[src/rtl/mem_arbiter_if.sv]
// Bus bundle between the pipeline's fetch/memory stages, the arbiter and the
// shared memory. The arbiter takes the slave view; the pipeline plus memory
// environment takes the master view.
interface mem_arbiter_if #(
    parameter int ADDR_W = 16,
    parameter int DATA_W = 16
);
    // Fetch stage requester
    logic              if_req;
    logic [ADDR_W-1:0] if_addr;
    logic              if_cancel;
    logic              if_done;
    logic [DATA_W-1:0] if_rdata;
    logic              stall_if;

    // Memory stage requester
    logic              dm_rd;
    logic              dm_wr;
    logic [ADDR_W-1:0] dm_addr;
    logic [DATA_W-1:0] dm_wdata;
    logic              dm_done;
    logic [DATA_W-1:0] dm_rdata;
    logic              stall_mem;

    // Single-port memory side
    logic              mem_req;
    logic              mem_wr;
    logic [ADDR_W-1:0] mem_addr;
    logic [DATA_W-1:0] mem_wdata;
    logic              mem_done;
    logic [DATA_W-1:0] mem_rdata;

    // Sticky error flag
    logic              err;

    modport slave (
        input  if_req, if_addr, if_cancel,
        input  dm_rd, dm_wr, dm_addr, dm_wdata,
        input  mem_done, mem_rdata,
        output if_done, if_rdata, stall_if,
        output dm_done, dm_rdata, stall_mem,
        output mem_req, mem_wr, mem_addr, mem_wdata,
        output err
    );

    modport master (
        output if_req, if_addr, if_cancel,
        output dm_rd, dm_wr, dm_addr, dm_wdata,
        output mem_done, mem_rdata,
        input  if_done, if_rdata, stall_if,
        input  dm_done, dm_rdata, stall_mem,
        input  mem_req, mem_wr, mem_addr, mem_wdata,
        input  err
    );
endinterface

[src/rtl/mem_arbiter.sv]
// Single-port memory arbiter: one transaction at a time between the fetch
// stage and the memory stage, memory stage wins ties. A squashed fetch still
// runs to completion on the memory side but produces no done pulse. A
// watchdog ends any transaction whose mem_done never arrives.
module mem_arbiter #(
    parameter int ADDR_W  = 16,
    parameter int DATA_W  = 16,
    parameter int TIMEOUT = 64
) (
    input  logic          clk,
    input  logic          rst,
    mem_arbiter_if.slave  bus
);
    localparam int CNT_W = $clog2(TIMEOUT);

    typedef enum logic [1:0] {
        IDLE,
        IF_WAIT,
        DM_WAIT,
        RESP
    } state_t;

    state_t            state;
    logic              mem_req_r;
    logic              mem_wr_r;
    logic [ADDR_W-1:0] mem_addr_r;
    logic [DATA_W-1:0] mem_wdata_r;
    logic              if_done_r;
    logic              dm_done_r;
    logic [DATA_W-1:0] if_rdata_r;
    logic [DATA_W-1:0] dm_rdata_r;
    logic              err_r;
    logic              cancel_r;
    logic [CNT_W-1:0]  wait_cnt;

    logic              dm_any;
    logic              cancel_now;
    logic              timeout_hit;

    // Saturating increment for the watchdog counter
    function automatic logic [CNT_W-1:0] sat_inc(input logic [CNT_W-1:0] v);
        return (&v) ? v : v + 1'b1;
    endfunction

    // A flush seen in the completion cycle squashes the fetch just like an earlier one
    assign dm_any      = bus.dm_rd | bus.dm_wr;
    assign cancel_now  = cancel_r | bus.if_cancel;
    assign timeout_hit = (wait_cnt == CNT_W'(TIMEOUT - 1));

    // Arbitration FSM with registered memory-side and completion outputs
    always_ff @(posedge clk) begin
        if (rst) begin
            state       <= IDLE;
            mem_req_r   <= 1'b0;
            mem_wr_r    <= 1'b0;
            mem_addr_r  <= '0;
            mem_wdata_r <= '0;
            if_done_r   <= 1'b0;
            dm_done_r   <= 1'b0;
            if_rdata_r  <= '0;
            dm_rdata_r  <= '0;
            err_r       <= 1'b0;
            cancel_r    <= 1'b0;
            wait_cnt    <= '0;
        end else begin
            mem_req_r <= 1'b0;
            if_done_r <= 1'b0;
            dm_done_r <= 1'b0;

            // Conflicting MEM-stage command: flag it, the grant treats it as a write
            if (bus.dm_rd & bus.dm_wr) begin
                err_r <= 1'b1;
            end

            case (state)
                IDLE: begin
                    wait_cnt <= '0;
                    cancel_r <= 1'b0;
                    if (dm_any) begin
                        mem_req_r   <= 1'b1;
                        mem_wr_r    <= bus.dm_wr;
                        mem_addr_r  <= bus.dm_addr;
                        mem_wdata_r <= bus.dm_wdata;
                        state       <= DM_WAIT;
                    end else if (bus.if_req & ~bus.if_cancel) begin
                        mem_req_r  <= 1'b1;
                        mem_wr_r   <= 1'b0;
                        mem_addr_r <= bus.if_addr;
                        state      <= IF_WAIT;
                    end
                end

                IF_WAIT: begin
                    cancel_r <= cancel_now;
                    if (bus.mem_done) begin
                        if_done_r <= ~cancel_now;
                        if (!cancel_now) begin
                            if_rdata_r <= bus.mem_rdata;
                        end
                        state <= RESP;
                    end else if (timeout_hit) begin
                        err_r     <= 1'b1;
                        if_done_r <= ~cancel_now;
                        if (!cancel_now) begin
                            if_rdata_r <= '0;
                        end
                        state <= RESP;
                    end else begin
                        wait_cnt <= sat_inc(wait_cnt);
                    end
                end

                DM_WAIT: begin
                    if (bus.mem_done) begin
                        dm_done_r  <= 1'b1;
                        dm_rdata_r <= bus.mem_rdata;
                        state      <= RESP;
                    end else if (timeout_hit) begin
                        err_r      <= 1'b1;
                        dm_done_r  <= 1'b1;
                        dm_rdata_r <= '0;
                        state      <= RESP;
                    end else begin
                        wait_cnt <= sat_inc(wait_cnt);
                    end
                end

                RESP: begin
                    // Done pulse is on the bus this cycle; no grant so requesters can drop
                    cancel_r <= 1'b0;
                    wait_cnt <= '0;
                    state    <= IDLE;
                end

                default: begin
                    state <= IDLE;
                end
            endcase
        end
    end

    assign bus.mem_req   = mem_req_r;
    assign bus.mem_wr    = mem_wr_r;
    assign bus.mem_addr  = mem_addr_r;
    assign bus.mem_wdata = mem_wdata_r;
    assign bus.if_done   = if_done_r;
    assign bus.dm_done   = dm_done_r;
    assign bus.if_rdata  = if_rdata_r;
    assign bus.dm_rdata  = dm_rdata_r;
    assign bus.err       = err_r;

    // Stalls drop combinationally in the done-pulse cycle
    assign bus.stall_if  = bus.if_req & ~if_done_r & ~bus.if_cancel;
    assign bus.stall_mem = dm_any & ~dm_done_r;
endmodule

[src/flat_wrapper.sv]
// flat-port wrapper written by rule: the top's interface ports become plain ports
module mem_arbiter_flat 
#(
    parameter int ADDR_W  = 16,
    parameter int DATA_W  = 16,
    parameter int TIMEOUT = 64
)
  (clk, rst, bus_if_req, bus_if_addr, bus_if_cancel, bus_dm_rd, bus_dm_wr, bus_dm_addr, bus_dm_wdata, bus_mem_done, bus_mem_rdata, bus_if_done, bus_if_rdata, bus_stall_if, bus_dm_done, bus_dm_rdata, bus_stall_mem, bus_mem_req, bus_mem_wr, bus_mem_addr, bus_mem_wdata, bus_err);
  mem_arbiter_if #(.ADDR_W(ADDR_W), .DATA_W(DATA_W)) bus_i ();
  input  logic clk;
  input  logic rst;
  input wire logic [$bits(bus_i.if_req)-1:0] bus_if_req;
  input wire logic [$bits(bus_i.if_addr)-1:0] bus_if_addr;
  input wire logic [$bits(bus_i.if_cancel)-1:0] bus_if_cancel;
  input wire logic [$bits(bus_i.dm_rd)-1:0] bus_dm_rd;
  input wire logic [$bits(bus_i.dm_wr)-1:0] bus_dm_wr;
  input wire logic [$bits(bus_i.dm_addr)-1:0] bus_dm_addr;
  input wire logic [$bits(bus_i.dm_wdata)-1:0] bus_dm_wdata;
  input wire logic [$bits(bus_i.mem_done)-1:0] bus_mem_done;
  input wire logic [$bits(bus_i.mem_rdata)-1:0] bus_mem_rdata;
  output wire logic [$bits(bus_i.if_done)-1:0] bus_if_done;
  output wire logic [$bits(bus_i.if_rdata)-1:0] bus_if_rdata;
  output wire logic [$bits(bus_i.stall_if)-1:0] bus_stall_if;
  output wire logic [$bits(bus_i.dm_done)-1:0] bus_dm_done;
  output wire logic [$bits(bus_i.dm_rdata)-1:0] bus_dm_rdata;
  output wire logic [$bits(bus_i.stall_mem)-1:0] bus_stall_mem;
  output wire logic [$bits(bus_i.mem_req)-1:0] bus_mem_req;
  output wire logic [$bits(bus_i.mem_wr)-1:0] bus_mem_wr;
  output wire logic [$bits(bus_i.mem_addr)-1:0] bus_mem_addr;
  output wire logic [$bits(bus_i.mem_wdata)-1:0] bus_mem_wdata;
  output wire logic [$bits(bus_i.err)-1:0] bus_err;
  assign bus_i.if_req = bus_if_req;
  assign bus_i.if_addr = bus_if_addr;
  assign bus_i.if_cancel = bus_if_cancel;
  assign bus_i.dm_rd = bus_dm_rd;
  assign bus_i.dm_wr = bus_dm_wr;
  assign bus_i.dm_addr = bus_dm_addr;
  assign bus_i.dm_wdata = bus_dm_wdata;
  assign bus_i.mem_done = bus_mem_done;
  assign bus_i.mem_rdata = bus_mem_rdata;
  assign bus_if_done = bus_i.if_done;
  assign bus_if_rdata = bus_i.if_rdata;
  assign bus_stall_if = bus_i.stall_if;
  assign bus_dm_done = bus_i.dm_done;
  assign bus_dm_rdata = bus_i.dm_rdata;
  assign bus_stall_mem = bus_i.stall_mem;
  assign bus_mem_req = bus_i.mem_req;
  assign bus_mem_wr = bus_i.mem_wr;
  assign bus_mem_addr = bus_i.mem_addr;
  assign bus_mem_wdata = bus_i.mem_wdata;
  assign bus_err = bus_i.err;
  mem_arbiter #(.ADDR_W(ADDR_W), .DATA_W(DATA_W), .TIMEOUT(TIMEOUT)) u_core (.clk(clk), .rst(rst), .bus(bus_i));
endmodule
[config.mk]
export PLATFORM = sky130hd
export DESIGN_NAME = mem_arbiter_flat
export DESIGN_NICKNAME = d
export VERILOG_FILES = /design/src/rtl/mem_arbiter_if.sv /design/src/rtl/mem_arbiter.sv /design/src/flat_wrapper.sv
export SDC_FILE = /design/constraint.sdc
export NUM_CORES = 1
export LEC_CHECK = 0
export CAP_MARGIN = 10
export CORE_MARGIN = 10
export CORE_UTILIZATION = 30
export DETAILED_ROUTE_END_ITERATION = 10
export PLACE_DENSITY = 0.62
export SLEW_MARGIN = 20
export SYNTH_ARGS = -nofsm -noshare
export SYNTH_HDL_FRONTEND = slang
export SYNTH_SLANG_ARGS = --single-unit
[constraint.sdc]
create_clock -name clk -period 1.7 [get_ports clk]
set_input_delay 0.255 -clock clk [delete_from_list [all_inputs] [get_ports clk]]
set_output_delay 0.255 -clock clk [all_outputs]
set_load 0.02 [all_outputs]
### Yosys cells after proc, flatten, opt, wreduce, memory -nomap -nowiden

Cells that the tools add are included.

| storage, ports and cells | value |
|---|---|
| flip-flop bits (word level) | 78 |
| input port bits | 71 |
| output and inout bits | 71 |

| cells by class | value |
|---|---|
| add/subtract/negate cells | 1 |
| equality and inequality tests | 9 |
| muxes and demuxes | 30 |
| bitwise operators | 14 |
| reductions and logical operators | 16 |

Operators by type and width:

| operator | count |
|---|---|
| $mux W16 | 8 |
| $mux W6 | 3 |
| $mux W1 | 12 |
| $pmux W6 S2 | 1 |
| $reduce_or A2 Y1 | 5 |
| $mux W2 | 4 |
| $reduce_and A2 Y1 | 4 |
| $not A1 Y1 | 7 |
| $add A6 B1 Y6 const B | 1 |
| $eq A6 B6 Y1 const B | 1 |
| $ne A2 B2 Y1 const B | 3 |
| $ne A3 B1 Y1 const B | 2 |
| $pmux W2 S3 | 1 |
| $reduce_and A3 Y1 | 2 |
| $reduce_and A6 Y1 | 1 |
| $reduce_bool A2 Y1 | 3 |
| $and A1 B1 Y1 | 5 |
| $eq A2 B2 Y1 const B | 2 |
| $eq A2 B1 Y1 const B | 1 |
| $logic_not A2 Y1 | 1 |
| $or A1 B1 Y1 | 2 |
| $pmux W1 S2 | 1 |

### Logic depth before layout (Yosys ltp)

Gate-level depths: netlist of run 1.

| depth | value |
|---|---|
| depth after elaboration | 5 |
| depth in mapped cells | 8 |

### Least setup slack after synthesis of run 1

No wires, ideal clock.

| timing path | value |
|---|---|
| path kind | register -> register |
| from | reg u_core.wait_cnt[0] |
| to | reg u_core.state[0] |
| setup time | 0.123 ns |
| data arrival time | 1.471 ns |
| required time | 1.577 ns |
| slack | 0.106 ns |
| cell stages (with the launch flop) | 7 |
| path buffers | 1 |
| period minus slack after synthesis | 1.594 ns |
| path through | dfxtp_1 ha_1 and3_4 a21oi_1 buf_2 a32oi_2 mux2_1 |

| between the ends | value |
|---|---|
| word-level cells in the longest chain between the ends | 3 |

RTL lines:

| item | RTL line | RTL |
|---|---|---|
| start, declared | mem_arbiter.sv:34 | `logic [CNT_W-1:0] wait_cnt;` |
| start signal, assigned | mem_arbiter.sv:109 | `wait_cnt <= sat_inc(wait_cnt);` |
| start signal, assigned | mem_arbiter.sv:124 | `wait_cnt <= sat_inc(wait_cnt);` |
| $eq A6 B6 Y1 | mem_arbiter.sv:48 | `assign timeout_hit = (wait_cnt == CNT_W'(TIMEOUT - 1));` |
| $ne A3 B1 Y1 (no line) | n/a |  |
| $reduce_and A2 Y1 (no line) | n/a |  |
| end signal, assigned | mem_arbiter.sv:53 | `state <= IDLE;` |
| end signal, assigned | mem_arbiter.sv:84 | `state <= DM_WAIT;` |
| end signal, assigned | mem_arbiter.sv:89 | `state <= IF_WAIT;` |
| end, declared | mem_arbiter.sv:23 | `state_t state;` |

Every way passes these cells.
A chain may end at the register's enable or synchronous reset.

### Final worst setup path of run 1

| timing path | value |
|---|---|
| from | reg u_core.wait_cnt[0] |
| to | reg u_core.wait_cnt[5] |

| between the ends | value |
|---|---|
| word-level cells in the longest chain between the ends | 5 |
| elaborated cells between the ends (all ways) | 10 |

RTL lines:

| item | RTL line | RTL |
|---|---|---|
| $add A6 B1 Y6 | mem_arbiter.sv:42 | `return (&v) ? v : v + 1'b1;` |
| $mux W6 | mem_arbiter.sv:42 |  |
| $mux W6 | mem_arbiter.sv:101, mem_arbiter.sv:118 |  |
| $mux W6 | mem_arbiter.sv:114 | `if (bus.mem_done) begin` |
| $pmux W6 S2 | mem_arbiter.sv:75 | `case (state)` |

Parallel ways exist; a longest one is shown, timed or not. The select of a mux whose other input is x is not followed.

==> flow_summary.toml, run 1 <==
[clock_network]
cts_hold_buf = 0
cts_max_path_buffers = 2
clkLatencyLatePin_ps = 340
cts_htree_levels = 3
cts_tree = "yes"
cts_post_setup_buffers_inserted = 0
cts_buffers = 9
clock_sinks = 78
root_buffer = "clkbuf_8"
path_clk_slew_ps = 80

[setup_path]
cp_data_required_time_ps = 1970
cp-end-kind = "register"
cp_cell_sequence = "ha_2, and3_4, a21o_1, or4_1, a21oi_1"
max_stage_delay_ps = 510
crit_fanout = 5
cp_num_buf_inv = 0
critPathTopFamily = "simple AND/OR/NAND/NOR gates"
path_class = "register to register"
slowest_stage = "or4_1"
crit_arrival_ps = 1920
start_kind = "register"

[synth]
synth_common_cells = "82 x nand2_1, 78 x dfxtp_1, 55 x a21oi_1"
synth_cell_types = 38
netlist_instances = 379
syn_area_mm2 = 0.003153
post-synth-top-count-cell = "nand2_1"
ys.flop_type = "dfxtp_1"
synth_top_cell_by_area = "dfxtp_1"
async_flop_share = 0
synth_area_leaders = "dfxtp_1 50%, nand2_1 9.8%, a21oi_1 8.7%, o21ai_1 5.1%, a311oi_1 4.7%"
avgSynthCellArea_um2 = 8.319
synth_edf_count = 0
netlist.area_leader.share = 0.4952
ys_seq_area_frac = 0.4952
syn_nets = 456
ys_seq_elements = 78
yosys_warnings = 0

[place]
numPortBuffers = 141
gp_congestion = 0.7765
pre_cts_ws_ps = -192.5
dp_cells = 648
dp_hpwl_um = 7907

[run]
maxCapViolations = 0

[sta]
worst_slew_pin_slew_ps = 444.5
worst_slack_ps = 53.59
fin_crit_ps = 1646
rsz0062_at_grt = "no"
relSlewSlack = 0.7037
fin_crit_sh = 0.9685
skew_ps = 5.221
setup_viol = 0
max_freq_mhz = 607.4
finalHoldViolations = 0
timing.hold.ws_ps = 350.6
slew_viol_final = 0

[grt]
grt_pass1_vias = 3237
overflow = 0
grt_pass1_wl_um = 16590
grt_usage = 0.1391
grt_start_max_net_pins = 43
antenna_found_initial = 0

[route]
drt_iter0_markers = 147
drt_pass1_iterations = 4
post_drt_wl_per_cell_um = 16.15
avgViaCountPerCell = 4.798
drc = 0
dr_total_vias = 3186
wl_um = 10730
drtAntennaViolNets = 0

[floorplanning]
rows = 37
io_pins = 142
start_util = 0.3068
die-area_mm2 = 0.01501
fp.dieW_um = 122.5
die_h_um = 122.5
core-area_mm2 = 0.01028

[pwr]
power_leakage_uw = 0.001792
ir_drop_mv = 0.5162
power_per_cell_area_mw_per_mm2 = 1233
power.total_uw = 6157

[final_layout]
final_nets = 601
instances_no_fill = 664
antenna_cells = 0
area.growth.synth_to_final_pct = 58.41
final_util = 0.4860
drive_above_1_share = 0.09470

[status]
status = "complete, no violations"

[min_path]
min_path_type = "primary input to register"
-- timing repair --
action                                  CTS  global route
endpoints found under the setup margin    3             6
resized for setup                         3             4
pin swaps                                 0             1
cloned                                    0             1
-- worst reg2reg max path: cells and delay by family (launching register included) --
kind	cells	cell delay [ps]
simple gates	2	710
fa+ha+maj	1	200
compound gates	2	330
flops	1	340
-- path summary, 6_finish.rpt --
path	start	to	slack [ps]	cells past startpoint
max	u_core.wait_cnt[0]$_SDFFE_PP0P_	u_core.wait_cnt[5]$_SDFFE_PP0P_	50	5
min	rst	u_core.bus.mem_req$_SDFF_PP0_	350	2
min reg2reg	u_core.bus.mem_wdata[6]$_SDFFE_PP0P_	u_core.bus.mem_wdata[6]$_SDFFE_PP0P_	450	2
max reg2reg	u_core.wait_cnt[0]$_SDFFE_PP0P_	u_core.wait_cnt[5]$_SDFFE_PP0P_	50	5
-- metal layers --
metal	routed length [um]	vias to the layer above	GRT usage	part of all wire
li1	-	1590	-	-
met3	1057	14	0.06428	0.099
met5	0	-	0	0
met4	150	0	0.04566	0.014
met1	4146	1485	0.1487	0.39
met2	5371	97	0.2389	0.50
-- cell usage in the layout, fill, tap and decap left out, types with 9 or more instances in the layout --
master,netlist,routed
buf_4,5,15
o21ai_1,32,32
dfxtp_1,78,76
clkdlybuf4s50_1,0,138
o21ai_0,16,16
clkbuf_8,0,9
a21oi_1,55,54
nand2_1,82,82
a311oi_1,17,17
nor2_1,26,26
-- area by class of cell --
type	count	area, um2
flip-flops and latches	78	1564
clock inverters	2	10.01
multi-input cells	268	1455
well taps	136	170.2
clock buffers	13	138.9
repair buffers	162	1637
inverters	5	20.02
fillers	1026	5283
-- kinds of logic (layout without fill, tap and decap cells) --
logic type | Yosys count | after routing | share of synthesized area
compound gates | 127 | 127 | 0.2345
simple gates | 127 | 128 | 0.1746
flops | 78 | 78 | 0.4952
buf+inv | 34 | 182 | 0.05039
fa+ha+maj | 6 | 6 | 0.02381
mux | 4 | 4 | 0.01310
xor+xnor | 3 | 3 | 0.008335
-- per-stage QoR --
| stage | setup TNS [ps] | instance area [um2] |
|---|---|---|
| finish | 0 | 4995 |
| detailed placement | -3254 | 4827 |
| global route | 0 | 4995 |
| CTS | 0 | 4976 |
| global placement | -2265 | 4827 |
| floorplan | 0 | 3153 |
-- report_power, final --
part           internal (uW)  leakage, uW  switching (uW)
registers               2170     0.000639             165
clock network            520    0.0000773             629
logic                   1260      0.00108            1420
-- state kept, by name, summed over array words and instances (netlist names) --
signal / flops
u_core.bus.mem_addr: 16
u_core.bus.err: 1
u_core.state: 2
u_core.bus.mem_wr: 1
u_core.bus.dm_rdata: 16
u_core.cancel_r: 1
u_core.bus.mem_req: 1
u_core.bus.if_rdata: 16
u_core.bus.if_done: 1
u_core.wait_cnt: 6
u_core.bus.dm_done: 1
u_core.bus.mem_wdata: 16
Note: power is estimated with default switching activity, not from simulation.
==> inputs of run 2 (changes only) <==
Settings changed: PLACE_DENSITY 0.62 to default, SLEW_MARGIN 20 to default.
==> flow_summary.toml, run 2 (synthesis results as in run 1) <==
[status]
status = "complete, no violations"

[grt]
grt_pass1_vias = 3156
grt_start_max_net_pins = 37
antenna_found_initial = 0
overflow = 0
grt_usage = 0.1343
grt_pass1_wl_um = 16200

[route]
highest_layer = "met4"
drt_iter0_markers = 108
wl_met2_um = 5058
wl_um = 10570
post_drt_wl_per_cell_um = 15.92
drc = 0
met3_length_um = 993
drt_pass1_iterations = 4
drtAntennaViolNets = 0
dr_total_vias = 3106
wl_met1_um = 4353
avgViaCountPerCell = 4.678

[final_layout]
final_area_mm2 = 0.005027
drive_above_1_share = 0.1023
final_util = 0.4892
final_nets = 601
area.growth.synth_to_final_pct = 59.44
final_cell_mix = "138 x clkdlybuf4s50_1, 82 x nand2_1, 77 x dfxtp_1, 53 x a21oi_1, 32 x o21ai_1"
mostFrequentLayoutCell = "clkdlybuf4s50_1"
antenna_cells = 0

[pwr]
power_leakage_uw = 0.001812
power.total_uw = 6393
ir_drop_mv = 0.5275
power_per_cell_area_mw_per_mm2 = 1272

[place]
dpl_cell_area_mm2 = 0.004810
gp_congestion = 0.7601
numPortBuffers = 141
dp_hpwl_um = 7778

[sta]
rsz0062_at_grt = "no"
worst_slew_pin_slew_ps = 519.5
fin_crit_ps = 1641
skew_ps = 13.46
slew_viol_final = 0
timing.hold.ws_ps = 385.8
finalHoldViolations = 0
setup_viol = 0
tns_ps = 0
relSlewSlack = 0.6537
max_freq_mhz = 609.5
fin_crit_sh = 0.9651

[min_path]
worstHoldPathCells = 2
worst_hold_path.endpoint = "u_core.bus.mem_wr$_SDFFE_PP0P_"
min_path_type = "primary input to register"
hold_start = "rst"

[clock_network]
cts_tree = "yes"
cts_buffers = 9
cts_max_path_buffers = 2
path_clk_slew_ps = 90
clkLatencyLatePin_ps = 350
cts_htree_levels = 3
cts_hold_buf = 0
clock_sinks = 78
cts_post_setup_buffers_inserted = 0
root_buffer = "clkbuf_8"

[floorplanning]
io_pins = 142
start_util = 0.3068
die_h_um = 122.5
die-area_mm2 = 0.01501
core-area_mm2 = 0.01028
fp.dieW_um = 122.5
rows = 37

[setup_path]
startpoint = "u_core.wait_cnt[0]$_SDFFE_PP0P_"
crit_arrival_ps = 1920
path_class = "register to register"
cp_cell_sequence = "ha_2, and3_4, a21o_1, or4_4, a21oi_2"
cp-end-kind = "register"
r2r_slack_ps = 60
r2r_cells = 5
slowest_stage = "or4_4"
r2r_end = "u_core.wait_cnt[5]$_SDFFE_PP0P_"
crit_fanout = 5
max_stage_delay_ps = 520
cp_data_required_time_ps = 1970
start_kind = "register"
r2r_start = "u_core.wait_cnt[0]$_SDFFE_PP0P_"

[run]
maxCapViolations = 0
==> run 2: worst max-delay path, delay by kind of cell (launching register included) <==
kind / cells / cell delay [ps]
adders and majority gates: 1 / 190
and+or+nand+nor: 2 / 720
AOI/OAI and AO/OA: 2 / 320
DFF: 1 / 340
==> run 2: layout make-up <==
class | instances | area (um2)
tap | 136 | 170.2
timing repair buffer | 162 | 1612
sequential | 78 | 1563
clock buffer | 10 | 137.6
inverter | 5 | 20.02
clock inverter | 5 | 57.56
multi-input combinational | 268 | 1468
fill | 1007 | 5250
==> run 2: per-layer routing <==
| metal | GRT usage | up-vias |
|---|---|---|
| li1 | - | 1590 |
| met1 | 0.1519 | 1416 |
| met2 | 0.2227 | 86 |
| met3 | 0.05739 | 14 |
| met4 | 0.04639 | 0 |
| met5 | 0 | - |
==> run 2: repair_timing <==
item                                    4_1_cts  5_1_grt
pin swaps                                     0        1
endpoints found under the setup margin        2        3
gates cloned                                  0        1
gates resized for setup                       2        5
==> run 2: stage by stage <==
stage,setup WS (ps),std cells
after floorplan,105.9,379
after global placement,-142.3,648
after detailed placement,-169.3,648
after CTS,9.792,663
after global routing,1.585,664
final,59.25,664
==> run 2: worst max-delay path by stage <==
stage	endpoint	slack (ps)	depth (start not counted)
floorplan	u_core.state[0]$_SDFFE_PP0P_	110	6
global placement	bus_stall_if	-140	4
detailed placement	bus_stall_if	-170	4
CTS	u_core.wait_cnt[5]$_SDFFE_PP0P_	10	5
global route	bus_stall_if	2	4
finish	u_core.wait_cnt[5]$_SDFFE_PP0P_	60	5
==> run 2: where the power goes <==
part           internal, uW  total [uW]  leakage [uW]  switching (uW)
registers              2170        2330      0.000639             163
logic                  1260        2660       0.00107            1390
clock network           717        1410      0.000103             689
total                  4150        6390       0.00181            2250
==> inputs of run 3 (changes only) <==
--- a/config.mk
+++ b/config.mk
@@ -7,3 +7,2 @@
 export LEC_CHECK = 0
-export CAP_MARGIN = 10
 export CORE_MARGIN = 10
==> constraint.sdc (replaced) <==
create_clock -name clk -period 1.7 [get_ports clk]
set_input_delay 0.34 -clock clk [delete_from_list [all_inputs] [get_ports clk]]
set_output_delay 0.34 -clock clk [all_outputs]
set_load 0.02 [all_outputs]
==> flow_summary.toml, run 3 (synthesis results as in run 1) <==
[status]
status = "complete, no violations"

[floorplanning]
start_util = 0.3068
fp.dieW_um = 122.5
rows = 37
die-area_mm2 = 0.01501
die_h_um = 122.5
io_pins = 142
core-area_mm2 = 0.01028

[setup_path]
cp_num_buf_inv = 1
max_stage_delay_ps = 620
start_kind = "register"
cp-end-kind = "output port"
crit_fanout = 2
cp_data_required_time_ps = 1360
crit_arrival_ps = 1320
critPathTopFamily = "buffers and inverters"
cp_cell_sequence = "clkdlybuf4s50_1"
slowest_stage = "clkdlybuf4s50_1"
path_class = "register to output port"

[sta]
fin_crit_ps = 1664
setup_viol = 0
slew_viol_final = 0
tns_ps = 0
worst_slew_pin_slew_ps = 461.2
finalHoldViolations = 0
worst_slack_ps = 36.43
rsz0062_at_grt = "no"
skew_ps = 12.13
max_freq_mhz = 601.1
fin_crit_sh = 0.9786
relSlewSlack = 0.6925

[grt]
grt_start_max_net_pins = 54
antenna_found_initial = 0
grt_use_met2 = 0.2332
grt_pass1_wl_um = 16480
use_met3 = 0.05923
overflow = 0
grt_pass1_vias = 3261
met1_usage = 0.1520
grt_usage = 0.1368
globalRoute.busiestLayer = "met2"

[route]
drt_iter0_markers = 135
drtAntennaViolNets = 0
avgViaCountPerCell = 4.748
dr_total_vias = 3148
wl_um = 10560
drc = 0
drt_pass1_iterations = 4
post_drt_wl_per_cell_um = 15.92

[final_layout]
fillers = 998
final_nets = 599
final_cell_mix = "108 x clkdlybuf4s50_1, 82 x nand2_1, 78 x dfxtp_1, 54 x a21oi_1, 32 x o21ai_1"
drive_above_1_share = 0.09488
final_util = 0.4987
antenna_cells = 0
area.growth.synth_to_final_pct = 62.54
mostFrequentLayoutCell = "clkdlybuf4s50_1"

[place]
gp_congestion = 0.7321
pre_cts_ws_ps = -346.2
numPortBuffers = 141
dp_hpwl_um = 7761

[clock_network]
cts_tree = "yes"
clkLatencyLatePin_ps = 350
clock_sinks = 78
cts_htree_levels = 3
cts_buffers = 9
cts_max_path_buffers = 2
root_buffer = "clkbuf_8"
path_clk_slew_ps = 80
cts_hold_buf = 0

[run]
maxCapViolations = 0

[pwr]
power_leakage_uw = 0.002295
ir_drop_mv = 0.5451
power.total_uw = 6630
power_per_cell_area_mw_per_mm2 = 1294

[min_path]
min_path_type = "primary input to register"
==> run 3: changes by cell type in the layout (fill, tap and decap cells not counted), sizes merged <==
cell	previous run	this run
buf	22	21
bufinv	1	3
clkbuf	10	12
clkdlybuf4s15	0	1
clkdlybuf4s50	138	108
clkinv	3	1
clkinvlp	0	1
dlygate4sd2	2	1
dlymetal6s2s	0	29
inv	6	5
nor2	30	29
==> run 3: power by group <==
part,switching [uW],internal [uW]
registers,159,2160
clock network,686,983
logic,1400,1230
==> run 3: path summary, 6_finish.rpt <==
kind | depth (start not counted) | to | startpoint | slack [ps]
worst min register to register | 2 | u_core.bus.mem_wdata[9]$_SDFFE_PP0P_ | u_core.bus.mem_wdata[9]$_SDFFE_PP0P_ | 460
worst min-delay path | 2 | u_core.bus.mem_wdata[6]$_SDFFE_PP0P_ | rst | 440
worst max-delay path | 1 | bus_dm_rdata[7] | u_core.bus.dm_rdata[7]$_SDFFE_PP0P_ | 40
worst max register to register | 5 | u_core.wait_cnt[5]$_SDFFE_PP0P_ | u_core.wait_cnt[0]$_SDFFE_PP0P_ | 60
==> run 3: final cells by class <==
class,instances,area [um2],share of cell area
Inverter,5,20.02,0.003906
Clock inverter,5,106.4,0.02075
Timing Repair Buffer,161,1687,0.3291
Tap cell,136,170.2,0.03320
Sequential cell,78,1562,0.3047
Clock buffer,11,131.4,0.02563
Multi-Input combinational cell,267,1449,0.2827
==> run 3: through the flow <==
step	hold WS (ps)	instances	area, um2
after floorplan	452.3	379	3153
after global placement	441.9	646	4807
after detailed placement	447.6	646	4807
after CTS	433.1	663	5052
after global routing	447.1	663	5125
final	442.2	663	5125
==> run 3: routing by layer <==
metal,wire (um),vias to the layer above,part of all wire
met3,1001,7,0.095
li1,-,1587,-
met2,5183,94,0.49
met1,4298,1460,0.41
met5,0,-,0
met4,71,0,0.0067
==> run 3: timing repair <==
action | CTS | global route
endpoints found under the setup margin | 3 | 33
endpoints found under the hold margin | 0 | 0
gates resized for setup | 6 | 32
setup buffers | 1 | 0
pin swaps | 1 | 0
